[src/rtl/tdc_interval.sv]
// Single-shot start/stop interval TDC: coarse cycle count plus fine tap correction, result in taps.
// Result registered one cycle after the stop/timeout event; held under result_ready backpressure, extra events flagged via overrun.
module tdc_interval #(
    parameter int COARSE_W       = 16,
    parameter int TAPS_PER_CLK   = 64,
    parameter int TIMEOUT_CYCLES = 65535
) (
    input  logic                  clk,
    input  logic                  rst_n,
    input  logic                  arm,
    input  logic [5:0]            fine_count,
    input  logic                  fine_valid,
    output logic [COARSE_W+6:0]   result,
    output logic                  result_valid,
    input  logic                  result_ready,
    output logic                  timeout,
    output logic                  busy,
    output logic                  overrun
);

    localparam int RW = COARSE_W + 7;
    localparam logic [RW-1:0]       TAPS_W = RW'(TAPS_PER_CLK);
    localparam logic [COARSE_W-1:0] TMO    = COARSE_W'(TIMEOUT_CYCLES);

    typedef enum logic [1:0] {IDLE, WAIT_START, WAIT_STOP, OUTPUT} state_t;

    state_t              state, state_nxt;
    logic [COARSE_W-1:0] coarse;
    logic [5:0]          fine_start;
    logic [RW-1:0]       stop_val;
    logic                tmo_hit;

    // k+1 edges separate the start and stop samples; the delay line advances opposite to time.
    assign stop_val = (RW'(coarse) + RW'(1)) * TAPS_W + RW'(fine_start) - RW'(fine_count);
    assign tmo_hit  = (coarse == TMO);

    always_ff @(posedge clk or negedge rst_n) begin
        if (!rst_n) state <= IDLE;
        else        state <= state_nxt;
    end

    always_comb begin
        state_nxt = state;
        case (state)
            IDLE:       if (arm)                  state_nxt = WAIT_START;
            WAIT_START: if (fine_valid)           state_nxt = WAIT_STOP;
            WAIT_STOP:  if (fine_valid || tmo_hit) state_nxt = OUTPUT;
            OUTPUT:     if (result_ready)         state_nxt = IDLE;
            default:                              state_nxt = IDLE;
        endcase
    end

    always_comb begin
        busy         = (state != IDLE);
        result_valid = (state == OUTPUT);
    end

    always_ff @(posedge clk or negedge rst_n) begin
        if (!rst_n) begin
            result     <= '0;
            timeout    <= 1'b0;
            overrun    <= 1'b0;
            coarse     <= '0;
            fine_start <= '0;
        end else begin
            overrun <= (state == OUTPUT) && fine_valid;
            case (state)
                WAIT_START: begin
                    if (fine_valid) begin
                        fine_start <= fine_count;
                        coarse     <= '0;
                    end
                end
                WAIT_STOP: begin
                    // A stop landing on the timeout cycle still yields a real measurement.
                    if (fine_valid) begin
                        result  <= stop_val;
                        timeout <= 1'b0;
                    end else if (tmo_hit) begin
                        result  <= '1;
                        timeout <= 1'b1;
                    end else begin
                        coarse <= coarse + COARSE_W'(1);
                    end
                end
                default: ;
            endcase
        end
    end

endmodule

[config.mk]
export PLATFORM = sky130hd
export DESIGN_NAME = tdc_interval
export DESIGN_NICKNAME = d
export VERILOG_FILES = /design/src/rtl/tdc_interval.sv
export SDC_FILE = /design/constraint.sdc
export NUM_CORES = 1
export LEC_CHECK = 0
export BUFFER_PORTS_ARGS = -buffer_cell sky130_fd_sc_hd__buf_2
export CORE_UTILIZATION = 58
export DETAILED_ROUTE_END_ITERATION = 7
export PLACE_DENSITY = 0.8
export RECOVER_POWER = 25
export SETUP_SLACK_MARGIN = 0.3
export SLEW_MARGIN = 15
export SYNTH_ARGS = -nofsm -noshare
export SYNTH_HDL_FRONTEND = slang
export SYNTH_SLANG_ARGS = --single-unit
[constraint.sdc]
create_clock -name clk -period 3.21 [get_ports clk]
set_input_delay 0.1605 -clock clk [delete_from_list [all_inputs] [get_ports clk]]
set_output_delay 0.1605 -clock clk [all_outputs]
set_load 0.1 [all_outputs]
# Word level (Yosys, flattened, before mapping)
# Index checks and enable logic that the tools add are counted.
# word_totals
output_inout_bits	27
regBits	49
# op_classes
n_mux	13
n_addsub	4
n_reduce_logical	10
eq_ne	10
# ops
op	n
16-bit two-way mux	3
23-bit two-way mux	2
16-bit one-hot mux with 2 select lines	1
23-bit by 6-bit adder with 23-bit output	1
23-bit by 6-bit subtractor with 23-bit output	1
16-bit by 1-bit adder with 17-bit output, second input constant	1
16-bit by 1-bit adder with 16-bit output, second input constant	1
16-bit == test, second input constant	1
2-bit inequality test, second input constant	5
2-bit two-way mux	4
2-bit one-hot mux with 4 select lines	1
4-bit AND reduction	2
2-bit nonzero test	3
2-bit == test, second input constant	2
2-bit AND reduction	2
2-bit by 1-bit == test with 1-bit output, second input constant	1
2-bit logical NOT	1
1-bit two-way mux	2
2-bit by 1-bit inequality test with 1-bit output, second input constant	1
1-bit logical AND	1
1-bit logical OR	1

# Logic depth before layout (Yosys ltp)
# depth
word_depth	4
ltp_mapped	10
ltp_nobuf	10

# Worst setup path before layout
# OpenSTA, ideal clock, no wires.
# synth_path
path_kind	reg-to-reg
from	register coarse[0]
to	register result[22]
setup_slack_ps	443
setup_time_ps	82
arrival_ps	2685
synth_period_minus_slack_ps	2767
path_stages_with_launch	10
t_required_ps	3128
path_cell_list	dfrtp_1 ha_1 buf_2 nand2_1 nor4_1 nand4_1 xnor2_1 or4_4 or4_1 a31oi_1
# synth_via
elab_chain_cells	4
elab_cells_between_ends	7
cone_classes	add/sub: 3; eq/ne: 1; mux: 1; reduce/logical: 2
# synth_lines
item	line	text
start, declared	28	logic [COARSE_W-1:0] coarse;
start signal, assigned	83	coarse <= coarse + COARSE_W'(1);
16-bit by 1-bit adder with 17-bit output	34	assign stop_val = (RW'(coarse) + RW'(1)) * TAPS_W + RW'(fine_start) - RW'(fine_count);
23-bit by 6-bit adder with 23-bit output	34	
23-bit by 6-bit subtractor with 23-bit output	34	
23-bit two-way mux	76	if (fine_valid) begin
end signal, assigned	77	result <= stop_val;
end, declared	13	output logic [COARSE_W+6:0] result,
# Parallel ways exist; a longest one is shown, timed or not.
# A chain may end at the register's enable or synchronous reset.

# Worst setup path after layout
# layout_path
from	register coarse[1]
to	register result[22]
# Same word-level chain as after synthesis.

==> out/metrics.csv <==
stage,metric,value,unit
status,status,completed,
global_route,first-pass GRT wire length,10900,um
yosys,sequential area share after synthesis,0.400,
global_route,largest net degree at the start of global routing,50,
yosys,top_reg_cell synth,dfrtp_1,
yosys,area fraction of the dominant cell type after synthesis,0.400,
global_route,Total GRT Usage,0.256,
layout,Non-Filler Instances,458,
cts,Num CTS Buffers,5,
yosys,number of synthesized flops with an enable pin,0,
sta,Hold WS,0.107,ns
yosys,syn_area_per_cell,8.74,um2
layout,Area Growth Syn to Fin,13.2,%
setup_path,Critical Path Start Type,flip-flop,
sta,Fin Setup TNS,0,ns
setup_path,Critical Path RT,3.44,ns
global_route,initial antenna violation count,0,
setup_path,Slowest cell on crit path,or4_4,
layout,antenna fix cells,0,
setup_path,CP Cell Sequence,"ha_2, buf_4, and2_4, nand4_1, a211oi_2, o21bai_2, or4_4, or4_1, a31oi_1",
sta,Slew Limit Fails,0,
detailed_routing,drt wl/cell,14.8,um
sta,period utilisation layout,0.870,
cts,latest clock arrival within the worst-skew pair,0.30,ns
global_route,Congestion Overflow GR,0,
floorplanning,DIE AREA,5590,um2
layout,"commonest non-fill, non-tap cell in the layout",dfrtp_1,
detailed_routing,final WL,6780,um
sta,unrepaired setup endpoints after global routing,false,
sta,Worst-Margin Slew,1.22,ns
cts,clk buf depth,2,
sta,relative slew slack,0.185,
layout,most frequent cells in the layout,"dfrtp_1 (48), nor2_1 (41), buf_2 (36)",
cts,Sink Count,49,
setup_path,Critical Setup Path Class,reg -> reg,
detailed_routing,routed vias,2672,
cts,TritonCTS clock tree,built,
yosys,Synth area leader,dfrtp_1,
yosys,Synth async-reset ratio,1.00,
detailed_routing,final antenna-violating net count,0,
layout,cell area after layout,3470,um2
floorplanning,Core Footprint,5110,um2
detailed_routing,DRT Pass-1 Iters,7,
placement,placed cell area,3280,um2
layout,share of layout cells above drive strength 1,0.193,
yosys,synth top area cells,"dfrtp_1 (40%), a21oi_1 (5.7%), xnor2_1 (5.4%), ha_1 (5.3%), nor2_1 (5.0%)",
placement,cell count after placement,443,
detailed_routing,DRC violations left,0,
setup_path,CP arrival,3.03,ns
setup_path,Crit path largest cell delay,0.55,ns
sta,post-route minimum period,2.79,ns
min_path,HP Class,in -> reg,
floorplanning,# IOs,38,
detailed_routing,Vias/cell,5.83,
cts,Clock Tree Root,clkbuf_8,
floorplanning,DIE HEIGHT,74.7,um
yosys,Synth warnings,0,
floorplanning,die width,74.7,um
yosys,Synth Cell Area,3070,um2
yosys,Syn Nets,376,
sta,Max Fclk,0.358,GHz
setup_path,Worst setup EP type,flip-flop,
floorplanning,initial core utilization,0.601,
yosys,post-synthesis cell count,351,
flow_run,Max Cap Violations,0,
placement,PortBufs,37,
layout,final net count,412,
sta,final hold viol count,0,
sta,Clock Skew,0.00718,ns
floorplanning,row count,26,
detailed_routing,DRT iter0 DRCs,190,
cts,H-tree levels,2,
placement,HPWL Detailed,4790,um
cts,clock slew at reported path FFs,0.09,ns
setup_path,"Max FO, Critical Path",8,
placement,RePlAce Congestion,0.940,
global_route,number of global-route vias before repair,2428,
yosys,"flops & latches, synth",49,
sta,# setup viols final,0,
yosys,Yosys cell types,53,
## path summary, 6_finish.rpt
path	startpoint	end	slack [ns]	cells after the start
min	fine_count[0]	fine_start[0]$_DFFE_PN0P_	0.11	2
max reg2reg	coarse[1]$_DFFE_PN0P_	result[22]$_DFFE_PN0P_	0.42	9
min reg2reg	fine_start[2]$_DFFE_PN0P_	fine_start[2]$_DFFE_PN0P_	0.51	2
max in group asynchronous	rst_n	coarse[0]$_DFFE_PN0P_	1.75	2
min in group asynchronous	rst_n	fine_start[0]$_DFFE_PN0P_	0.64	2
max	coarse[1]$_DFFE_PN0P_	result[22]$_DFFE_PN0P_	0.42	9
## Yosys cell counts (3+ instances only)
master / number
and4_1: 3
nor2_1: 41
mux2i_1: 5
ha_1: 13
nand2b_1: 3
nand2_1: 35
xor2_1: 12
a21oi_1: 35
nand3_1: 6
and2_1: 4
o21ai_0: 20
inv_1: 16
a22o_1: 3
a31oi_1: 4
a21o_1: 5
buf_6: 3
clkbuf_1: 12
nor3_1: 13
nand4_1: 6
xnor2_1: 19
nor4_1: 3
dfrtp_1: 49
buf_2: 4
## worst max-delay path, delay by kind of cell (launching register included)
family	cells	cell delay, ns
AND/OR/NAND/NOR	4	1.26
AO/OA/AOI/OAI	3	0.65
flip-flops	1	0.45
adder cells (fa/ha/maj)	1	0.22
buffers and inverters	1	0.14
## cell families after synthesis
logic type,count (synthesis),share of synthesized area
buf+inv,37,0.0542
compound gates,82,0.162
mux,7,0.0236
simple gates,131,0.212
flops,49,0.400
xor+xnor,31,0.0885
fa+ha+maj,14,0.0595
## per-layer routing
metal  GRT usage  vias to the layer above  wire [um]
li1            -                     1285          -
met1       0.321                     1274       2940
met2       0.448                       90       3320
met3      0.0348                       23        342
met4      0.0985                        0        174
met5           0                        -          0
## final cells by class
| class | count | area [um2] |
|---|---|---|
| Clock buffer | 6 | 82.6 |
| Tap cell | 70 | 87.6 |
| Clock inverter | 2 | 37.5 |
| Multi-Input combinational cell | 265 | 1690 |
| Fill cell | 411 | 1630 |
| Timing Repair Buffer | 50 | 285 |
| Sequential cell | 49 | 1230 |
| Inverter | 16 | 60.1 |
## per-stage QoR
stage | util | setup WS (ns)
after floorplan | - | 0.443
after global placement | 0.642 | 0.423
after detailed placement | 0.642 | 0.295
after CTS | 0.667 | 0.325
after global routing | 0.680 | 0.286
final | 0.680 | 0.416
## state kept, by name, indices dropped and copies added, names as in the netlist
signal and flops:
result 23, fine_start 6, overrun 1, timeout 1, state 2, coarse 16
## timing repair
action                                  in CTS  in global routing
pin swaps                                    0                  2
resized for setup                            1                  3
gates cloned                                 0                  0
endpoints found under the hold margin        0                 49
hold buffers                                 0                  1
endpoints found under the setup margin       1                  1
buffers inserted                             0                  6
Power is left out: the tool's default activity adds up to more than one toggle a clock period on the data nets, which glitch-free logic cannot reach.
